**src/rtl/spi_arbiter_if.sv**
```systemverilog
// Bundle of requester-side and SPI-master-side signals for the SPI arbiter.
// The arbiter takes the slave view; the requesters and SPI master drive the master view.
interface spi_arbiter_if;
   logic [2:0]  req;
   logic [8:0]  req_ss;
   logic [47:0] req_data;
   logic [2:0]  gnt;
   logic [2:0]  done;
   logic        err;
   logic [15:0] rdata;
   logic        busy;
   logic        wrt_SPI;
   logic [2:0]  ss;
   logic [15:0] SPI_data;
   logic        SPI_done;
   logic [15:0] SPI_rdata;

   modport slave (
      input  req, req_ss, req_data, SPI_done, SPI_rdata,
      output gnt, done, err, rdata, busy, wrt_SPI, ss, SPI_data
   );

   modport master (
      output req, req_ss, req_data, SPI_done, SPI_rdata,
      input  gnt, done, err, rdata, busy, wrt_SPI, ss, SPI_data
   );
endinterface

```
**src/rtl/spi_arbiter.sv**
```systemverilog
// Round-robin arbiter sharing one SPI master among three requesters, with
// latched command word, completion timeout and a post-response idle gap.
//
// state | meaning
// IDLE  | waiting for a request; arbitrates and latches the winner's ss/word
// ISSUE | one-cycle wrt_SPI pulse to the SPI master; timeout counter cleared
// BUSY  | waiting for SPI_done or the timeout
// RESP  | one-cycle done pulse to the winner with rdata/err
// GAP   | GAP idle cycles before arbitrating again
module spi_arbiter #(
   parameter int GAP     = 2,
   parameter int TIMEOUT = 1024
) (
   input logic          clk,
   input logic          rst,
   spi_arbiter_if.slave bus
);

   typedef enum logic [2:0] {
      S_IDLE  = 3'd0,
      S_ISSUE = 3'd1,
      S_BUSY  = 3'd2,
      S_RESP  = 3'd3,
      S_GAP   = 3'd4
   } state_t;

   localparam int TW = $clog2(TIMEOUT + 1);
   localparam int GW = (GAP > 0) ? $clog2(GAP + 1) : 1;
   localparam logic [TW-1:0] T_LAST = TW'(TIMEOUT - 1);
   localparam logic [TW-1:0] T_MAX  = '1;
   localparam logic [GW-1:0] G_LAST = (GAP > 0) ? GW'(GAP - 1) : '0;

   state_t        state_q, state_d;
   logic [1:0]    last_q, last_d;
   logic [2:0]    ss_q, ss_d;
   logic [15:0]   data_q, data_d;
   logic [15:0]   rdata_q, rdata_d;
   logic          err_q, err_d;
   logic [TW-1:0] tcnt_q, tcnt_d;
   logic [GW-1:0] gcnt_q, gcnt_d;

   logic [1:0]    p0, p1, p2, win;
   logic [2:0]    win_ss;
   logic [15:0]   win_data;
   logic [2:0]    owner;

   function automatic logic [1:0] next_idx(input logic [1:0] i);
      return (i == 2'd2) ? 2'd0 : i + 2'd1;
   endfunction

   // Search order starts just after the last winner.
   always_comb begin
      p0 = next_idx(last_q);
      p1 = next_idx(p0);
      p2 = next_idx(p1);
      win = p2;
      if (bus.req[p0])      win = p0;
      else if (bus.req[p1]) win = p1;
      win_ss   = bus.req_ss[2:0];
      win_data = bus.req_data[15:0];
      case (win)
         2'd1: begin
            win_ss   = bus.req_ss[5:3];
            win_data = bus.req_data[31:16];
         end
         2'd2: begin
            win_ss   = bus.req_ss[8:6];
            win_data = bus.req_data[47:32];
         end
         default: ;
      endcase
   end

   always_ff @(posedge clk or posedge rst) begin
      if (rst) begin
         state_q <= S_IDLE;
         last_q  <= 2'd2;
         ss_q    <= '0;
         data_q  <= '0;
         rdata_q <= '0;
         err_q   <= 1'b0;
         tcnt_q  <= '0;
         gcnt_q  <= '0;
      end else begin
         state_q <= state_d;
         last_q  <= last_d;
         ss_q    <= ss_d;
         data_q  <= data_d;
         rdata_q <= rdata_d;
         err_q   <= err_d;
         tcnt_q  <= tcnt_d;
         gcnt_q  <= gcnt_d;
      end
   end

   always_comb begin
      state_d = state_q;
      last_d  = last_q;
      ss_d    = ss_q;
      data_d  = data_q;
      rdata_d = rdata_q;
      err_d   = err_q;
      tcnt_d  = tcnt_q;
      gcnt_d  = gcnt_q;
      case (state_q)
         S_IDLE: begin
            if (|bus.req) begin
               last_d  = win;
               ss_d    = win_ss;
               data_d  = win_data;
               state_d = S_ISSUE;
            end
         end
         S_ISSUE: begin
            tcnt_d  = '0;
            state_d = S_BUSY;
         end
         S_BUSY: begin
            if (tcnt_q != T_MAX) tcnt_d = tcnt_q + 1'b1;
            // A completion in the timeout cycle still counts as success.
            if (bus.SPI_done) begin
               rdata_d = bus.SPI_rdata;
               err_d   = 1'b0;
               state_d = S_RESP;
            end else if (tcnt_q == T_LAST) begin
               rdata_d = '0;
               err_d   = 1'b1;
               state_d = S_RESP;
            end
         end
         S_RESP: begin
            gcnt_d  = '0;
            state_d = (GAP == 0) ? S_IDLE : S_GAP;
         end
         S_GAP: begin
            if (gcnt_q == G_LAST) state_d = S_IDLE;
            else                  gcnt_d  = gcnt_q + 1'b1;
         end
         default: state_d = S_IDLE;
      endcase
   end

   assign owner = 3'b001 << last_q;

   assign bus.gnt      = (state_q == S_ISSUE || state_q == S_BUSY || state_q == S_RESP) ? owner : 3'b000;
   assign bus.done     = (state_q == S_RESP) ? owner : 3'b000;
   assign bus.wrt_SPI  = (state_q == S_ISSUE);
   assign bus.busy     = (state_q != S_IDLE);
   assign bus.ss       = ss_q;
   assign bus.SPI_data = data_q;
   assign bus.rdata    = rdata_q;
   assign bus.err      = err_q;

endmodule

```
**src/flat_wrapper.sv**
```systemverilog
// flat-port wrapper written by rule: the top's interface ports become plain ports
module spi_arbiter_flat 
#(
   parameter int GAP     = 2,
   parameter int TIMEOUT = 1024
)
  (clk, rst, bus_req, bus_req_ss, bus_req_data, bus_SPI_done, bus_SPI_rdata, bus_gnt, bus_done, bus_err, bus_rdata, bus_busy, bus_wrt_SPI, bus_ss, bus_SPI_data);
  spi_arbiter_if bus_i ();
  input logic clk;
  input logic rst;
  input wire logic [$bits(bus_i.req)-1:0] bus_req;
  input wire logic [$bits(bus_i.req_ss)-1:0] bus_req_ss;
  input wire logic [$bits(bus_i.req_data)-1:0] bus_req_data;
  input wire logic [$bits(bus_i.SPI_done)-1:0] bus_SPI_done;
  input wire logic [$bits(bus_i.SPI_rdata)-1:0] bus_SPI_rdata;
  output wire logic [$bits(bus_i.gnt)-1:0] bus_gnt;
  output wire logic [$bits(bus_i.done)-1:0] bus_done;
  output wire logic [$bits(bus_i.err)-1:0] bus_err;
  output wire logic [$bits(bus_i.rdata)-1:0] bus_rdata;
  output wire logic [$bits(bus_i.busy)-1:0] bus_busy;
  output wire logic [$bits(bus_i.wrt_SPI)-1:0] bus_wrt_SPI;
  output wire logic [$bits(bus_i.ss)-1:0] bus_ss;
  output wire logic [$bits(bus_i.SPI_data)-1:0] bus_SPI_data;
  assign bus_i.req = bus_req;
  assign bus_i.req_ss = bus_req_ss;
  assign bus_i.req_data = bus_req_data;
  assign bus_i.SPI_done = bus_SPI_done;
  assign bus_i.SPI_rdata = bus_SPI_rdata;
  assign bus_gnt = bus_i.gnt;
  assign bus_done = bus_i.done;
  assign bus_err = bus_i.err;
  assign bus_rdata = bus_i.rdata;
  assign bus_busy = bus_i.busy;
  assign bus_wrt_SPI = bus_i.wrt_SPI;
  assign bus_ss = bus_i.ss;
  assign bus_SPI_data = bus_i.SPI_data;
  spi_arbiter #(.GAP(GAP), .TIMEOUT(TIMEOUT)) u_core (.clk(clk), .rst(rst), .bus(bus_i));
endmodule
```
**config.mk**
```make
export PLATFORM = sky130hd
export DESIGN_NAME = spi_arbiter_flat
export DESIGN_NICKNAME = d
export VERILOG_FILES = /design/src/rtl/spi_arbiter_if.sv /design/src/rtl/spi_arbiter.sv /design/src/flat_wrapper.sv
export SDC_FILE = /design/constraint.sdc
export NUM_CORES = 1
export LEC_CHECK = 0
export ABC_CLOCK_PERIOD_IN_PS = 2450
export CORE_MARGIN = 5
export CORE_UTILIZATION = 38
export DETAILED_ROUTE_END_ITERATION = 10
export GPL_ROUTABILITY_DRIVEN = 1
export PLACE_DENSITY = 0.88
export REMOVE_ABC_BUFFERS = 1
export SLEW_MARGIN = 0
export SYNTH_ARGS = -nofsm -noshare
export SYNTH_HDL_FRONTEND = slang
export SYNTH_SLANG_ARGS = --single-unit
```
**constraint.sdc**
```tcl
create_clock -name clk -period 2.45 [get_ports clk]
set_clock_uncertainty 0.2 [all_clocks]
set_input_delay 0.3675 -clock clk [delete_from_list [all_inputs] [get_ports clk]]
set_output_delay 0.3675 -clock clk [all_outputs]
set_load 0.05 [all_outputs]
```
### Word-level counts from Yosys, hierarchy flattened

Index checks and enable logic that the tools add are counted.
W data, S select, Z words.

| storage, ports and cells | value |
|---|---|
| bits in registers | 54 |
| bits in latches | 0 |
| memory bits (writable) | 0 |
| memory bits (read-only) | 0 |
| output and inout bits | 44 |
| memories kept | 0 |

| cells by class | value |
|---|---|
| $add $sub $neg | 5 |
| multipliers | 0 |
| divide/modulo/power cells | 0 |
| $lt $le $gt $ge | 2 |
| eq/ne operators | 17 |
| shifts and indexed selects | 1 |
| mux-type cells | 26 |
| bitwise logic cells | 0 |
| reduce and logical (&&, ||, !) cells | 13 |

Operator list:

| cell | number |
|---|---|
| $mux W16 | 2 |
| $pmux W16 S2 | 1 |
| $pmux W11 S2 | 1 |
| $mux W3 | 6 |
| $pmux W3 S5 | 1 |
| $mux W2 | 6 |
| $add A11 B1 Y11 const B | 1 |
| $eq A11 B10 Y1 const B | 1 |
| $mux W11 | 1 |
| $ne A11 B11 Y1 const B | 1 |
| $add A2 B1 Y2 const B | 4 |
| $eq A2 B2 Y1 const B | 4 |
| $reduce_and A2 Y1 | 4 |
| $eq A3 B2 Y1 const B | 2 |
| $lt A2 B3 Y1 const B | 2 |
| $ne A2 B1 Y1 const B | 3 |
| $pmux W3 S2 | 1 |
| $reduce_bool A2 Y1 | 3 |
| $bmux W1 S2 | 2 |
| $eq A2 B1 Y1 const B | 2 |
| $mux W1 | 4 |
| $pmux W2 S2 | 1 |
| $eq A3 B1 Y1 const B | 1 |
| $eq A3 B3 Y1 const B | 1 |
| other kinds (8) | 9 |

### Logic depth before layout (Yosys ltp)

| logic depth | value |
|---|---|
| depth after elaboration | 10 |
| depth in mapped cells | 12 |
| mapped depth without buffers | 9 |

### Worst setup path after synthesis

No wires, ideal clock.

| timing | value |
|---|---|
| path type | reg2out |
| start point | register u_core.state_q[1] |
| end point | output port bus_done[0] |
| data arrival time | 2.096 ns |
| slack | -0.214 ns |
| stages on the path, launching flop included | 4 |
| buffers on the path | 1 |
| cells stage by stage | dfrtp_1 > buf_2 > nand2_1 > nor4_1 |

| between the ends | value |
|---|---|
| longest elaborated chain between the ends | 2 |

RTL lines:

| item | line | text |
|---|---|---|
| start, declared | spi_arbiter.sv:33 | `state_t state_q, state_d;` |
| start signal, assigned | spi_arbiter.sv:85 | `state_q <= state_d;` |
| $eq A3 B2 Y1 | spi_arbiter.sv:146 | `assign bus.done = (state_q == S_RESP) ? owner : 3'b000;` |
| $mux W3 | spi_arbiter.sv:146 |  |
| end, declared | flat_wrapper.sv:17 | `output wire logic [$bits(bus_i.done)-1:0] bus_done;` |

Every way passes these cells.

### Worst setup path after layout

| timing | value |
|---|---|
| start point | register u_core.state_q[2] |
| end point | output port bus_done[1] |

Same word-level chain as after synthesis.

==> results.toml <==
[final_layout]
num_antenna_cells = 0
fin_area_mm2 = 0.004202
nNetsFinal = 497
final_cells = 511
syn_to_final_growth_pct = 55.90
drive_above_1_share = 0.08916

[die]
fp.dieW_um = 94.22
die_h_um = 94.22
ioPinCount = 123
row_count = 30
start_util = 0.3945
core-area_mm2 = 0.006832
die-area_mm2 = 0.008876

[pwr]
ir_drop_mv = 0.6278
p_leak_uw = 0.001747
powerDensity_mw_per_mm2 = 1237

[setup_path]
path_cells = "buf_4, or3b_2, nor2_1, buf_12"
crit_path_max_incr_delay_ns = 0.47
critPathCaptureType = "output pin"
critPathMaxFanout = 7
worstPathRequired_ns = 1.88
critPathLaunchType = "flop"
cpMaxStageDelayCell = "or3b_2"
critPathKind = "reg -> out"
arrival_ns = 1.74

[routing]
dr.pass1.iters = 5
ant_nets = 0
vias_per_cell = 5.147
vias = 2630
routedWlPerCell_um = 14.97
first_iter_violations = 46
drc = 0
totalWireLength_um = 7652

[clock_tree]
cts_root_buf = "clkbuf_8"
cts_max_level = 2
clk_latency_ns = 0.30
clkSlewWorstSetupHoldPaths_ns = 0.10
cts_buffer_depth = 2
post_cts_buffers = 0
tritoncts = "done"
numClockSinks = 54
numCtsBuffers = 5

[logic_synthesis]
syn_avg_cell_area_um2 = 9.198
synth_edf_count = 0
yosysMostFrequentCell = "dfrtp_1"
yosys_warnings = 0
synth-simple-area-share = 0.1750
ys_seq_area_frac = 0.5019
synth_compound_area_frac = 0.2358
yosys.area.top_type = "dfrtp_1"
synth-xor-area-share = 0
synth.area.top_cells = "dfrtp_1 49%, a22oi_1 5.3%, a21oi_1 5.2%, a22o_1 5.2%, nor2_1 4.9%"
synth_mux_area_frac = 0.01903
synth_commonest_cells = "53 x dfrtp_1, 35 x nor2_1, 34 x nand2_1"
ys_ff_latch = 54
synth_fa_ha_area_frac = 0.01857
async_flop_share = 1.000
synth_top_family_by_area = "compound AO/OA/AOI/OAI gates"
ys.flop_type = "dfrtp_1"
syn-instance-count = 293
netlist.area_leader.share = 0.4921
syn-cell-area_mm2 = 0.002695
yosysUniqueCellTypes = 42

[grt]
grtUsageTotal = 0.1751
grt_max_degree = 41
grt_overflow = 0
grt_pass1_wl_um = 12320
grt_pass1_vias = 2751
antenna_found_initial = 0

[timing]
setup_viol = 0
slew_violations = 0
min_period_ns = 2.303
holdWs_ns = 0.1499
final-hold-violation-count = 0
post-route-period-util = 0.9401
max_freq_ghz = 0.4342
fin_setup_tns_ns = 0
worst_slew_pin_slew_ns = 1.140
maxSlewHeadroom = 0.2349
rsz0062_at_grt = "false"

[min_path]
hp-class = "in -> async"

[placed_design]
hpwl_um = 6107
gp_congestion = 0.7971
dpl.cell_count = 503
port-buffer-count = 122
placed_cell_area_mm2 = 0.004111

[status]
outcome = "completed"

[run]
cap_violations = 0
## per-stage QoR
step / utilization / total power [uW] / setup WS [ns]
floorplan: - / 3479 / -0.1880
global placement: 0.6018 / 4665 / -0.05487
detailed placement: 0.6018 / 4750 / -0.09658
CTS: 0.6148 / 5249 / 0.1045
global route: 0.6150 / 5553 / 0.03170
finish: 0.6150 / 5196 / 0.1468
## cell type report
cell class                      instances  area [um^2]
Fill cell                             595         2630
Clock inverter                          3        21.27
Timing Repair Buffer                  135         1388
Clock buffer                            5        68.82
Multi-Input combinational cell        207         1209
Inverter                               11        41.29
Tap cell                               96        120.1
Sequential cell                        54         1354
## worst paths after layout
check	startpoint	endpoint	slack (ns)	cells after the start
min reg2reg	u_core.bus.SPI_data[12]	u_core.bus.SPI_data[12]	0.29	2
max	u_core.state_q[2]	bus_done[1]	0.15	4
max in group asynchronous	rst	u_core.bus.rdata[0]	1.31	3
min in group clk	u_core.bus.SPI_data[12]	u_core.bus.SPI_data[12]	0.29	2
max reg2reg	u_core.tcnt_q[0]	u_core.bus.rdata[9]	0.19	5
min	rst	u_core.tcnt_q[1]	0.15	2
## worst max-delay path: cells and delay by family (launching register included)
family	cells	cell delay, ns
AND/OR/NAND/NOR	2	0.67
flip-flops	1	0.42
buffers and inverters	2	0.35
## layer usage
metal  routed length (um)  global-route usage  vias up
li1                     -                   -     1289
met1                 3010              0.1904     1224
met2                 3840              0.3138      105
met3                  648             0.06410       12
met4                  153             0.05535        0
met5                    0                   0        -
## logic make-up (layout without fill, tap and decap cells)
group / after synthesis / after routing
adder cells (fa/ha/maj): 4 / 4
flip-flops: 54 / 54
buffers and inverters: 32 / 154
AO/OA/AOI/OAI: 99 / 99
multiplexers: 5 / 5
AND/OR/NAND/NOR: 99 / 99
## what timing repair did
| action | CTS | global route |
|---|---|---|
| endpoints found under the setup margin | 1 | 1 |
| hold buffers | 0 | 0 |
| gates resized for setup | 1 | 1 |
## where the power goes
| part | switching (uW) | leakage [uW] | internal (uW) |
|---|---|---|---|
| sequential | 235 | 0.000694 | 1230 |
| combinational | 2020 | 0.00101 | 1220 |
| clock | 291 | 0.0000441 | 201 |
| total | 2550 | 0.00175 | 2650 |
## sequential cells by signal, summed over array words and instances, names as in the netlist
name / flops
u_core.last_q: 2
u_core.tcnt_q: 11
u_core.bus.err: 1
u_core.state_q: 3
u_core.bus.ss: 3
u_core.bus.SPI_data: 16
u_core.gcnt_q: 2
u_core.bus.rdata: 16
## placed cells by master, fill, tap and decap left out, types with 2 or more instances in the layout
master / Yosys / routed
or3_1: 6 / 6
nor3_1: 3 / 3
nor4_1: 3 / 3
dfrtp_1: 53 / 52
o41ai_1: 2 / 2
a22o_1: 16 / 16
nand2b_1: 2 / 2
clkdlybuf4s50_1: 0 / 114
ha_1: 4 / 4
buf_12: 0 / 7
o31ai_1: 2 / 2
a22oi_1: 19 / 19
nand3_1: 3 / 3
nor2_1: 35 / 35
mux2i_1: 4 / 4
inv_1: 11 / 10
nand2_1: 34 / 34
clkbuf_8: 0 / 5
o21ai_0: 23 / 23
o21ai_1: 2 / 2
a21oi_1: 28 / 28
buf_4: 0 / 13
a211oi_1: 3 / 3
(Power assumes the default switching activity.)
